$ cat src/rtl/vc_distributor_pkg.sv
// Shared link-state encodings, VC indices and defaults for the VC distributor.
package vc_distributor_pkg;

    typedef enum logic [3:0] {
        LINK_RESET  = 4'b0000,
        LINK_INIT   = 4'b0001,
        LINK_IDLE   = 4'b0010,
        LINK_ACTIVE = 4'b0100,
        LINK_ERROR  = 4'b1000
    } link_state_e;

    typedef enum logic [1:0] {
        DS_IDLE,
        DS_RUN,
        DS_STALL
    } dist_state_e;

    localparam logic [1:0] VC0 = 2'd0;
    localparam logic [1:0] VC1 = 2'd1;
    localparam logic [1:0] VC2 = 2'd2;
    localparam logic [1:0] VC3 = 2'd3;

    localparam int unsigned LINE_SIZE_DEF = 12;

    function automatic logic [3:0] vc_onehot(input logic [1:0] vc);
        return 4'b0001 << vc;
    endfunction

endpackage

$ cat src/rtl/vc_push_counter.sv
// Wrapping per-VC push counter with enable.
module vc_push_counter #(
    parameter int unsigned CNT_WIDTH = 5
) (
    input  logic                 clk,
    input  logic                 reset_L,
    input  logic                 en_i,
    output logic [CNT_WIDTH-1:0] count_o
);

    logic [CNT_WIDTH-1:0] cnt_q;

    always_ff @(posedge clk or negedge reset_L) begin
        if (!reset_L) begin
            cnt_q <= '0;
        end else if (en_i) begin
            cnt_q <= cnt_q + 1'b1;
        end
    end

    assign count_o = cnt_q;

endmodule

$ cat src/rtl/vc_distributor.sv
// Pops words from the upstream FIFO and routes each to its VC FIFO by the top two
// bits, with a one-entry stall buffer for almost-full backpressure.
module vc_distributor
    import vc_distributor_pkg::*;
#(
    parameter int unsigned LINE_SIZE = LINE_SIZE_DEF,
    parameter int unsigned CNT_WIDTH = 5
) (
    input  logic                   clk,
    input  logic                   reset_L,
    input  logic [3:0]             state,
    input  logic                   empty_in,
    input  logic [LINE_SIZE-1:0]   data_in,
    input  logic [3:0]             almost_full_signal,
    output logic                   pop_in,
    output logic [3:0]             push_signal,
    output logic [LINE_SIZE-1:0]   data_out,
    output logic [4*CNT_WIDTH-1:0] count_flat,
    output logic                   idle
);

    dist_state_e          st_q, st_d;
    logic [LINE_SIZE-1:0] hold_q, hold_d;
    logic [LINE_SIZE-1:0] data_q, data_d;
    logic [3:0]           push_q, push_d;
    logic                 idle_q, idle_d;

    logic                 in_flight, holding;
    logic [1:0]           in_dest, hold_dest;
    logic                 in_blocked, hold_blocked;

    assign in_flight    = (st_q == DS_RUN);
    assign holding      = (st_q == DS_STALL);
    assign in_dest      = data_in[LINE_SIZE-1 -: 2];
    assign hold_dest    = hold_q[LINE_SIZE-1 -: 2];
    assign in_blocked   = almost_full_signal[in_dest];
    assign hold_blocked = almost_full_signal[hold_dest];

    always_comb begin
        pop_in = reset_L && (state == LINK_ACTIVE) && !empty_in && !holding
                 && !(in_flight && in_blocked);
        st_d   = DS_IDLE;
        hold_d = hold_q;
        data_d = data_q;
        push_d = '0;

        if (in_flight) begin
            if (!in_blocked) begin
                push_d = vc_onehot(in_dest);
                data_d = data_in;
            end else begin
                hold_d = data_in;
                st_d   = DS_STALL;
            end
        end

        if (holding) begin
            if (!hold_blocked) begin
                push_d = vc_onehot(hold_dest);
                data_d = hold_q;
            end else begin
                st_d = DS_STALL;
            end
        end

        // pop_in is already suppressed whenever a word is about to be held
        if (pop_in) begin
            st_d = DS_RUN;
        end

        idle_d = (st_d == DS_IDLE) && (push_d == '0);
    end

    always_ff @(posedge clk or negedge reset_L) begin
        if (!reset_L) begin
            st_q   <= DS_IDLE;
            hold_q <= '0;
            data_q <= '0;
            push_q <= '0;
            idle_q <= 1'b1;
        end else begin
            st_q   <= st_d;
            hold_q <= hold_d;
            data_q <= data_d;
            push_q <= push_d;
            idle_q <= idle_d;
        end
    end

    assign push_signal = push_q;
    assign data_out    = data_q;
    assign idle        = idle_q;

    for (genvar i = 0; i < 4; i++) begin : g_cnt
        vc_push_counter #(
            .CNT_WIDTH(CNT_WIDTH)
        ) u_cnt (
            .clk     (clk),
            .reset_L (reset_L),
            .en_i    (push_q[i]),
            .count_o (count_flat[i*CNT_WIDTH +: CNT_WIDTH])
        );
    end

endmodule

$ cat config.mk
export PLATFORM = sky130hd
export DESIGN_NAME = vc_distributor
export DESIGN_NICKNAME = d
export VERILOG_FILES = /design/src/rtl/vc_distributor_pkg.sv /design/src/rtl/vc_push_counter.sv /design/src/rtl/vc_distributor.sv
export SDC_FILE = /design/constraint.sdc
export NUM_CORES = 1
export LEC_CHECK = 0
export ABC_CLOCK_PERIOD_IN_PS = 1700
export CELL_PAD_IN_SITES_DETAIL_PLACEMENT = 2
export CELL_PAD_IN_SITES_GLOBAL_PLACEMENT = 2
export CORE_MARGIN = 10
export CORE_UTILIZATION = 30
export DETAILED_ROUTE_END_ITERATION = 12
export GPL_TIMING_DRIVEN = 0
export PLACE_DENSITY = 0.82
export SLEW_MARGIN = 15
export SYNTH_ARGS = -nofsm -noshare
export SYNTH_HDL_FRONTEND = slang
export SYNTH_SLANG_ARGS = --single-unit
$ cat constraint.sdc
create_clock -name clk -period 1.7 [get_ports clk]
set_input_delay 0.255 -clock clk [delete_from_list [all_inputs] [get_ports clk]]
set_output_delay 0.255 -clock clk [all_outputs]
set_load 0.1 [all_outputs]
After elaboration in Yosys (flattened, before gate mapping):

Cells that the tools add are included.

* order comparisons: 2
* multiplexer cells: 17
* shift operators: 2
* reductions and logical operators: 12
* add/subtract/negate cells: 4
* equal/unequal tests: 3

Operators by type and width (number)
* 12-bit 2-to-1 mux: 4
* 5-bit by 1-bit adder with 5-bit output (second input constant): 4
* 4-bit 2-to-1 mux: 4
* 2-bit 2-to-1 mux: 5
* 1-bit by 2-bit left shift with 4-bit output (first input constant): 2
* 1-bit logical AND: 6
* 2-bit by 3-bit < comparator with 1-bit output (second input constant): 2
* 1-bit binary-select mux with 2-bit select: 2
* 4-bit by 3-bit equality test with 1-bit output (second input constant): 1
* 4-bit logical NOT: 1
* 1-bit logical NOT: 3
* 2-bit by 1-bit equality test with 1-bit output (second input constant): 1
* 2-bit equality test (second input constant): 1
* 2-bit logical NOT: 1
* 1-bit 2-to-1 mux: 2
* 2-bit AND reduction: 1

* flip-flop bits (word level): 51
* bits of input ports: 23

Logic depth before layout (Yosys ltp):

* depth in word-level cells: 9
* gate-level depth with buffers: 6
* gate-level depth less buffers: 4

Hierarchy:

A second synthesis with hierarchy kept.

* cells, all modules: 175
* area total of the unflattened synthesis: 2376.0 um^2

Modules (own cells, without submodules)
* vc_distributor: times used 1, cells each 119, area each 1575.3 um^2
* vc_push_counter: times used 4, cells each 14, area each 200.2 um^2

Least setup slack after synthesis:

No wires, ideal clock.

* path kind: input port to output port
* start: input port data_in[11]
* end: output port pop_in
* slack: -160 ps
* data required time: 1445 ps
* arrival time: 1605 ps
* cell stages on the path: 5
* cell sequence: buf_6 > mux4_2 > nand2_4 > buf_12 > and2_2

* longest elaborated chain between the ends: 5

Ends and longest elaborated chain
* start: declaration: RTL line vc_distributor.sv:13 `input logic [LINE_SIZE-1:0] data_in,`
* 1-bit binary-select mux with 2-bit select: RTL line vc_distributor.sv:36 `assign in_blocked = almost_full_signal[in_dest];`
* 1-bit 2-to-1 mux (implied by the code): RTL line vc_distributor.sv:36
* 1-bit logical AND: RTL line vc_distributor.sv:41 `&& !(in_flight && in_blocked);`
* 1-bit logical NOT: RTL line vc_distributor.sv:41
* 1-bit logical AND: RTL line vc_distributor.sv:41
* end: declaration: RTL line vc_distributor.sv:15 `output logic pop_in,`

Every way passes these cells. The select of a mux whose other input is x is not followed.

Final worst setup path:

* start: register st_q[0]
* end: output port pop_in

* longest elaborated chain between the ends: 4

Ends and longest elaborated chain
* start: declaration: RTL line vc_distributor.sv:22 `dist_state_e st_q, st_d;`
* start signal: assignment: RTL line vc_distributor.sv:82 `st_q <= st_d;`
* 2-bit equality test / 2-bit by 1-bit equality test with 1-bit output (equally long branches): RTL line vc_distributor.sv:33, vc_distributor.sv:32
* 1-bit logical NOT / 1-bit logical AND (equally long branches): RTL line vc_distributor.sv:40, vc_distributor.sv:41
* 1-bit logical AND / 1-bit logical NOT (equally long branches): RTL line vc_distributor.sv:40, vc_distributor.sv:41
* 1-bit logical AND (*): RTL line vc_distributor.sv:41

Every way passes the cells marked *; elsewhere a longest branch is shown, timed or not.

==> flow_metrics.env <==
export IMPL_outcome="complete, but fails checks"
export IMPL_violations="negative hold slack, negative setup slack"
export IMPL_power_density_nw_per_um2=1110
export IMPL_ys_seq_area_share_pct=55.3
export IMPL_fp_coreArea_um2=7370
export IMPL_antenna_cells=0
export IMPL_final_util_pct=44.7
export IMPL_grt_pass1_vias=1864
export IMPL_port_buffers=59
export IMPL_die_area_um2=11600
export IMPL_ir_drop_mv=0.539
export IMPL_num_rows=31
export IMPL_grt_max_degree=53
export IMPL_fmax_mhz=580
export IMPL_ys_ff_latch=51
export IMPL_cts_clk_slew_worst_paths_ns=0.09
export IMPL_start_util_pct=31.4
export IMPL_setup_ws_ns=-0.0243
export IMPL_critical_path_class="reg -> out"
export IMPL_synth_area_um2=2310
export IMPL_slew_viol_final=0
export IMPL_power_leakage_nw=1.56
export IMPL_final_common_cell="dfrtp_1"
export IMPL_critPathLaunchType="flop"
export IMPL_hold_viol_final=50
export IMPL_drcViolationCount=0
export IMPL_cts_made_buffers=5
export IMPL_cts_sinks=51
export IMPL_grt_setup_unrepaired="true"
export IMPL_multi_input_area_um2=977
export IMPL_holdWs_ns=-0.198
export IMPL_maxCapViolations=0
export IMPL_tns_ns=-0.0243
export IMPL_grt_pass1_wl_um=10300
export IMPL_final_cell_mix="dfrtp_1, clkdlybuf4s15_2, nand2_1, mux2i_1, o21ai_0"
export IMPL_io_pins=61
export IMPL_gr_usage_met3_pct=3.11
export IMPL_regArea_um2=1280
export IMPL_routed_via_count=1657
export IMPL_fillCellCount=747
export IMPL_die_y_um=108
export IMPL_wire_per_inst_um=18.1
export IMPL_insertion_delay_ns=0.30
export IMPL_htreeDepth=2
export IMPL_grt_busiest_layer="met2"
export IMPL_ctsLongestPathBuffers=2
export IMPL_area_growth_syn_to_layout_pct=42.6
export IMPL_dr_first_iter_drc_count=56
export IMPL_hold_path_class="in -> async"
export IMPL_clock_skew_ns=0.00382
export IMPL_fin_crit_sh_pct=101
export IMPL_worstMarginPinSlew_ns=0.565
export IMPL_root_buffer="clkbuf_8"
export IMPL_drive_above_1_share_pct=38.7
export IMPL_setup_viol_count_final=1
export IMPL_finalPower_mw=3.65
export IMPL_synth_avg_cell_area_um2=12.9
export IMPL_synth_distinct_cells=38
export IMPL_synthCells=179
export IMPL_final_antenna_net_count=0
export IMPL_die_w_um=108
export IMPL_place_gp_congestion=0.742
export IMPL_worstPathRequired_ns=1.44
export IMPL_track_usage_pct=11.2
export IMPL_path_max_fanout=6
export IMPL_dr_pass1_iters=3
export IMPL_viasPerCell=4.71
export IMPL_post_route_min_period_ns=1.72
export IMPL_maxSlewHeadroom_pct=62.5
export IMPL_post_place_ws_ns=-1.48
export IMPL_dp_hpwl_um=4580
export IMPL_antenna_found_initial=0
export IMPL_use_met1_pct=13.1
export IMPL_nets=279
export IMPL_met2_usage_pct=19.3
export IMPL_cp_arrival_ns=1.47
export IMPL_cts_tree="done"
export IMPL_grt_ovfl_total=0
export IMPL_cp_end_kind="output pin"
export IMPL_yosys_warnings=0
export IMPL_synth_nets=206
export IMPL_totalWireLength_um=6370
[registers in the layout, indices dropped and copies added (netlist names)]
signal               count
data_out                12
g_cnt.u_cnt.count_o     20
hold_q                  12
idle                     1
push_signal              4
st_q                     2
[critical path, stage by stage (launching register included)]
cell      delay [ns]
dfrtp_1         0.43
nand2b_4        0.16
nor4b_4         0.21
and2_4          0.20
buf_12          0.17
[final timing paths]
kind                        startpoint        endpoint  slack [ns]  cells past startpoint
setup / recovery               st_q[0]          pop_in       -0.02                      4
hold / removal                 reset_L      hold_q[10]       -0.20                      1
setup reg to reg               st_q[1]     data_out[6]        0.11                      4
hold reg to reg              hold_q[0]     data_out[0]        0.48                      2
max in group asynchronous      reset_L            idle        1.61                      1
min in group clk           data_in[11]  push_signal[0]        0.17                      2
[Yosys cell counts]
| library cell | instances | share of area (%) |
|---|---|---|
| a21oi_1 | 1 | 0.22 |
| a22oi_2 | 1 | 0.54 |
| and2_1 | 1 | 0.27 |
| and2_2 | 1 | 0.32 |
| and3b_1 | 1 | 0.38 |
| buf_12 | 1 | 0.87 |
| buf_2 | 1 | 0.22 |
| buf_4 | 6 | 1.9 |
| buf_6 | 2 | 0.97 |
| dfrtp_1 | 50 | 54 |
| dfstp_2 | 1 | 1.1 |
| ha_1 | 4 | 2.2 |
| inv_1 | 2 | 0.32 |
| mux2_2 | 10 | 4.9 |
| mux2_4 | 6 | 3.9 |
| mux2i_1 | 14 | 6.1 |
| mux4_2 | 1 | 0.97 |
| nand2_1 | 20 | 3.2 |
| nand2_4 | 1 | 0.49 |
| nand2b_1 | 1 | 0.27 |
| nand3_1 | 1 | 0.22 |
| nand3b_1 | 1 | 0.32 |
| nand4_1 | 8 | 2.2 |
| nor2_1 | 2 | 0.32 |
| nor2b_1 | 1 | 0.27 |
| nor3b_1 | 1 | 0.32 |
| nor4b_1 | 1 | 0.38 |
| nor4b_2 | 1 | 0.65 |
| o21ai_0 | 14 | 3.0 |
| o21ai_1 | 1 | 0.22 |
| o21ai_2 | 1 | 0.38 |
| o22ai_2 | 1 | 0.54 |
| o2bb2ai_1 | 2 | 0.76 |
| o32ai_1 | 1 | 0.38 |
| or2_2 | 1 | 0.27 |
| or3b_2 | 1 | 0.38 |
| xnor2_1 | 12 | 4.5 |
| xor2_1 | 4 | 1.5 |
[what timing repair did]
action | CTS | global route
setup buffers | 2 | 5
endpoints found under the hold margin | 50 | 50
pin swaps | 0 | 6
setup endpoints to repair | 38 | 12
resized for setup | 138 | 19
[final cells by class]
cell class / instances / area share [%]
plain buffers: 10 / 3.15
clock buffers: 6 / 2.20
clock inverters: 2 / 1.82
inverters: 2 / 0.228
multi-input cells: 116 / 29.7
flip-flops and latches: 51 / 38.8
well taps: 99 / 3.76
repair buffers: 66 / 20.4
[metrics by stage]
stage | instances | instance area [um^2]
finish | 352 | 3290
global route | 352 | 3290
CTS | 347 | 3220
detailed placement | 337 | 3030
global placement | 337 | 3030
floorplan | 179 | 2320
[per-layer routing]
layer / vias up / wire length, um
met4: 0 / 82
met1: 844 / 2680
met2: 40 / 3300
li1: 768 / -
met5: - / 0
met3: 5 / 312
[power breakdown]
part           switching (mW)  internal [mW]  leakage (nW)
clock                   0.398          0.588        0.0654
combinational           0.900          0.299         0.813
sequential              0.112           1.35         0.684
total                    1.41           2.24          1.56
[cell families after synthesis]
| kind of cell | share of synthesized area (%) |
|---|---|
| AO/OA/AOI/OAI | 6.06 |
| XOR/XNOR | 6.06 |
| adder cells (fa/ha/maj) | 2.17 |
| buffers and inverters | 4.33 |
| flip-flops | 55.3 |
| multiplexers | 15.8 |
| AND/OR/NAND/NOR | 10.3 |
(Power assumes the default switching activity.)
